`src/rtl/gate_exer_pkg.sv`:
```
// Shared types and constants for the 2-input gate exerciser.
package gate_exer_pkg;

    typedef enum logic [1:0] {
        StIdle,
        StApply,
        StFinish
    } state_e;

    localparam int unsigned NUM_VECTORS = 4;

    // Truth tables: bit index = {A,B}
    localparam logic [3:0] TRUTH_AND  = 4'b1000;
    localparam logic [3:0] TRUTH_OR   = 4'b1110;
    localparam logic [3:0] TRUTH_XOR  = 4'b0110;
    localparam logic [3:0] TRUTH_NAND = 4'b0111;

endpackage

```
`src/rtl/gate_exer_hold_timer.sv`:
```
// Hold-time counter: counts 0..HOLD_CYCLES-1 while enabled, wraps on terminal count.
module gate_exer_hold_timer #(
    parameter int unsigned HOLD_CYCLES = 20
) (
    input  logic clk,
    input  logic rst_n,
    input  logic clear_i,
    input  logic en_i,
    output logic tc_o
);

    localparam int unsigned CntW = $clog2(HOLD_CYCLES + 1);

    logic [CntW-1:0] cnt_q, cnt_d;

    assign tc_o = (cnt_q == CntW'(HOLD_CYCLES - 1));

    always_comb begin
        cnt_d = cnt_q;
        if (clear_i) begin
            cnt_d = '0;
        end else if (en_i) begin
            cnt_d = tc_o ? '0 : cnt_q + 1'b1;
        end
    end

    always_ff @(posedge clk or negedge rst_n) begin
        if (!rst_n) begin
            cnt_q <= '0;
        end else begin
            cnt_q <= cnt_d;
        end
    end

endmodule

```
`src/rtl/gate_exerciser.sv`:
```
// Sequences {A,B} through 00..11, samples O after each hold window and checks it against EXPECT.
// Optional macro GATE_EXER_STOP_ON_FAIL_EN: finish the run at the first mismatch.
module gate_exerciser
    import gate_exer_pkg::*;
#(
    parameter int unsigned HOLD_CYCLES = 20,
    parameter logic [3:0]  EXPECT      = TRUTH_AND
) (
    input  logic       clk,
    input  logic       rst_n,
    input  logic       START,
    input  logic       O,
    output logic       A,
    output logic       B,
    output logic       BUSY,
    output logic       DONE,
    output logic       PASS,
    output logic [2:0] ERR_CNT,
    output logic [3:0] MISMATCH
);

    state_e     state_q, state_d;
    logic [1:0] idx_q, idx_d;
    logic       a_q, a_d, b_q, b_d;
    logic       pass_q, pass_d;
    logic [2:0] err_q, err_d;
    logic [3:0] mm_q, mm_d;
    logic       tmr_clear, tmr_en, tmr_tc;
    logic       fail;
    logic       last_vec;
    logic [1:0] idx_next;

    gate_exer_hold_timer #(
        .HOLD_CYCLES(HOLD_CYCLES)
    ) u_hold_timer (
        .clk    (clk),
        .rst_n  (rst_n),
        .clear_i(tmr_clear),
        .en_i   (tmr_en),
        .tc_o   (tmr_tc)
    );

    assign idx_next = idx_q + 2'd1;
    assign last_vec = (idx_q == 2'(NUM_VECTORS - 1));

    always_comb begin
        state_d   = state_q;
        idx_d     = idx_q;
        a_d       = a_q;
        b_d       = b_q;
        pass_d    = pass_q;
        err_d     = err_q;
        mm_d      = mm_q;
        tmr_clear = 1'b0;
        tmr_en    = 1'b0;
        fail      = 1'b0;

        unique case (state_q)
            StIdle: begin
                a_d = 1'b0;
                b_d = 1'b0;
                if (START) begin
                    state_d   = StApply;
                    idx_d     = 2'd0;
                    tmr_clear = 1'b1;
                    mm_d      = 4'd0;
                    err_d     = 3'd0;
                    pass_d    = 1'b0;
                end
            end
            StApply: begin
                tmr_en = 1'b1;
                if (tmr_tc) begin
                    fail = (O != EXPECT[idx_q]);
                    if (fail) begin
                        mm_d[idx_q] = 1'b1;
                        err_d       = err_q + 3'd1;
                    end
`ifdef GATE_EXER_STOP_ON_FAIL_EN
                    if (last_vec || fail) begin
`else
                    if (last_vec) begin
`endif
                        state_d = StFinish;
                        a_d     = 1'b0;
                        b_d     = 1'b0;
                    end else begin
                        idx_d      = idx_next;
                        {a_d, b_d} = idx_next;
                    end
                end
            end
            StFinish: begin
                pass_d  = (mm_q == 4'd0);
                state_d = StIdle;
            end
            default: state_d = StIdle;
        endcase
    end

    always_ff @(posedge clk or negedge rst_n) begin
        if (!rst_n) begin
            state_q <= StIdle;
            idx_q   <= 2'd0;
            a_q     <= 1'b0;
            b_q     <= 1'b0;
            pass_q  <= 1'b0;
            err_q   <= 3'd0;
            mm_q    <= 4'd0;
        end else begin
            state_q <= state_d;
            idx_q   <= idx_d;
            a_q     <= a_d;
            b_q     <= b_d;
            pass_q  <= pass_d;
            err_q   <= err_d;
            mm_q    <= mm_d;
        end
    end

    assign A        = a_q;
    assign B        = b_q;
    assign BUSY     = (state_q == StApply);
    assign DONE     = (state_q == StFinish);
    assign PASS     = pass_q;
    assign ERR_CNT  = err_q;
    assign MISMATCH = mm_q;

endmodule
```
`config.mk`:
```
export PLATFORM = sky130hd
export DESIGN_NAME = gate_exerciser
export DESIGN_NICKNAME = d
export VERILOG_FILES = /design/src/rtl/gate_exer_pkg.sv /design/src/rtl/gate_exer_hold_timer.sv /design/src/rtl/gate_exerciser.sv
export SDC_FILE = /design/constraint.sdc
export NUM_CORES = 1
export LEC_CHECK = 0
export CORE_MARGIN = 5
export CORE_UTILIZATION = 64
export DETAILED_ROUTE_END_ITERATION = 8
export DONT_BUFFER_PORTS = 1
export MAX_ROUTING_LAYER = met4
export PLACE_DENSITY = 0.9
export SLEW_MARGIN = 20
export SYNTH_ARGS = -nofsm -noshare
export SYNTH_HDL_FRONTEND = slang
export SYNTH_HIERARCHICAL = 1
export SYNTH_SLANG_ARGS = --single-unit
export TNS_END_PERCENT = 10
```
`constraint.sdc`:
```
create_clock -name clk -period 6.5 [get_ports clk]
set_input_delay 1.3 -clock clk [delete_from_list [all_inputs] [get_ports clk]]
set_output_delay 1.3 -clock clk [all_outputs]
set_load 0.1 [all_outputs]
```
==> results.cfg <==
[status]
status = finished, final reports clean

[timing]
layout_worst_path_cycle_share = 0.473
hold_violations = 0
finalCriticalPeriod_ns = 3.07
finalSetupViolCount = 0
tns_ns = 0
max-slew-margin-rel = 0.241
max_freq_mhz = 325
tightest_slew_ns = 1.13
rsz0062_at_grt = no
finClkSkew_ns = 0.00725
slew_viol_final = 0

[global_routing]
grt_start_max_net_pins = 20
track_usage = 0.163
grt_pass1_vias = 679
antenna_found_initial = 0
use_met2 = 0.253
grt.overflow.total = 0
grtUsageMet1 = 0.199
grt.met3_usage = 0.0459
grt_pass1_wl_mm = 3.03
grt.busiest_layer = met2

[critical_path]
r2r_slack_ns = 4.18
cp-start-kind = flip-flop
critical-path-top-delay-family = simple AND/OR/NAND/NOR gates
cp.depth = 1
slowest_stage = nor2b_2
critPathMaxStageDelay_ns = 0.96
criticalPathCategory = flip-flop to output port
ff2ff_path_depth = 5
crit_chain = nor2b_2
crit_arrival_ns = 1.77
critPathCapture = DONE
crit-reg2reg-capture = ERR_CNT[2]$_DFFE_PN0P_
end_kind = output port
crit_start = state_q[1]$_DFFE_PN0P_
worst_ep_required_time_ns = 5.20
path_max_fanout = 9
cp_num_buf_inv = 0
r2r-start = u_hold_timer/cnt_q[0]$_DFFE_PN0P_

[final_layout]
fin_nets = 103
diodes = 0
fillers = 110
multi_input_area_sq_um = 495
regArea_sq_um = 475
area_growth_pct = 4.91
drive_gt1_frac = 0.163

[placement]
port_buffers = 0
place_hpwl_mm = 1.30
globalplace.congestion = 0.765

[clock_tree]
clkTransAtPathRegs_ns = 0.10
cts-root-buf = clkbuf_4
cts_tree = done
cts_resized = 0
hold_buffers = 0
clk_path_buf_depth = 2
h-tree-depth = 1
numClockSinks = 19
post_cts.repair.setup_buffers = 0
cts_buffers = 3
clkLatencyLatePin_ns = 0.29

[floorplan]
io_pins = 16
dieHeight_um = 49.4
core_area_sq_um = 1490
initial_core_util = 0.668
die_area_sq_um = 2440
num_rows = 14
die_w_um = 49.4

[yosys]
syn_area_per_cell_sq_um = 11.2
yosys-top-cells-area = dfrtp_1 (48%), ha_1 (7.5%), a22o_1 (6.2%)
syn-num-nets = 99
synth_enable_flop_cells = 0
synthCells = 89
synthFlopType = dfrtp_1
yosys.area.top_type = dfrtp_1
async_flop_share = 1.00
ys_warn_count = 6
yosysMostFrequentCell = dfrtp_1
synth-seq-cells = 19
syn_area_sq_um = 995
synthDistinctLibCells = 32
synth_top_area_share = 0.478
seq_area_frac_synth = 0.478
synth_common_cells = dfrtp_1 (19), a22o_1 (7), nand2_1 (7)

[routing]
drc = 0
dr.first_iter.drc_count = 10
antenna_left = 0
wire_per_inst_um = 16.3
viasPerCell = 6.12
vias = 661
dr.pass1.iters = 4
wirelength_mm = 1.76

[job]
maxCapViolCount = 0

[min_path]
hp-class = flip-flop to flip-flop
## cell families (layout without fill, tap and decap cells)
group | count (synthesis) | after routing | synth area share
AOI/OAI and AO/OA | 17 | 17 | 0.133
xor gates and xnor gates | 3 | 3 | 0.0264
adders and majority gates | 6 | 6 | 0.0755
buffers and inverters | 7 | 10 | 0.0352
DFF | 19 | 19 | 0.478
muxes | 6 | 6 | 0.0629
and+or+nand+nor | 31 | 31 | 0.189
## sequential cells by signal (all words and copies together) (netlist names)
name / cells
PASS: 1
ERR_CNT: 3
u_hold_timer/cnt_q: 5
state_q: 2
A: 1
MISMATCH: 4
B: 1
idx_q: 2
## cell type report
class                           instances  share of cell area
Multi-Input combinational cell         63               0.475
Sequential cell                        19               0.456
Timing Repair Buffer                    1             0.00719
Tap cell                               16              0.0192
Inverter                                5              0.0180
Clock buffer                            4              0.0252
## stage by stage
stage           util  hold WS, ns  worst slack, ns  cells  instance area [sq um]
3_3_place_gp   0.679        0.531             3.79    104                   1010
5_1_grt        0.701        0.629             3.38    108                   1040
6_report       0.701        0.574             3.43    108                   1040
2_1_floorplan      -        0.514             3.07     89                    995
4_1_cts        0.697        0.581             3.42    108                   1040
3_5_place_dp   0.679        0.557             3.77    104                   1010
## cells in the final DEF (no fill, tap or decap), drive strengths merged
cell type / synthesis / layout
and4b: 1 / 1
dfrtp: 19 / 19
and3b: 1 / 1
nand4: 1 / 1
a211o: 1 / 1
nor2: 5 / 5
and3: 1 / 1
or3b: 1 / 1
mux2: 2 / 2
clkbuf: 1 / 4
nor4: 1 / 1
inv: 5 / 5
o21ai: 4 / 4
or2: 1 / 1
nor4b: 2 / 2
a22o: 7 / 7
mux2i: 4 / 4
nand2: 8 / 8
a21o: 1 / 1
ha: 6 / 6
buf: 1 / 1
a311o: 1 / 1
a21oi: 2 / 2
nand3b: 1 / 1
nor2b: 6 / 6
o21bai: 1 / 1
nor4bb: 1 / 1
xnor2: 3 / 3
nand2b: 1 / 1
## worst min-delay path by stage
stage	from	endpoint	slack, ns	cells after the start
global placement	u_hold_timer/cnt_q[1]$_DFFE_PN0P_	u_hold_timer/cnt_q[1]$_DFFE_PN0P_	0.53	2
detailed placement	u_hold_timer/cnt_q[1]$_DFFE_PN0P_	u_hold_timer/cnt_q[1]$_DFFE_PN0P_	0.56	2
finish	u_hold_timer/cnt_q[1]$_DFFE_PN0P_	u_hold_timer/cnt_q[1]$_DFFE_PN0P_	0.57	2
floorplan	u_hold_timer/cnt_q[1]$_DFFE_PN0P_	u_hold_timer/cnt_q[1]$_DFFE_PN0P_	0.51	2
CTS	u_hold_timer/cnt_q[1]$_DFFE_PN0P_	u_hold_timer/cnt_q[1]$_DFFE_PN0P_	0.58	2
global route	u_hold_timer/cnt_q[4]$_DFFE_PN0P_	u_hold_timer/cnt_q[4]$_DFFE_PN0P_	0.63	2
## metal layers
| layer | vias to the layer above | part of all wire |
|---|---|---|
| li1 | 323 | - |
| met1 | 320 | 0.46 |
| met2 | 14 | 0.48 |
| met3 | 4 | 0.044 |
| met4 | 0 | 0.012 |
| met5 | - | 0 |
Power is left out: the tool's default activity adds up to more than one toggle a clock period on the data nets, which glitch-free logic cannot reach.
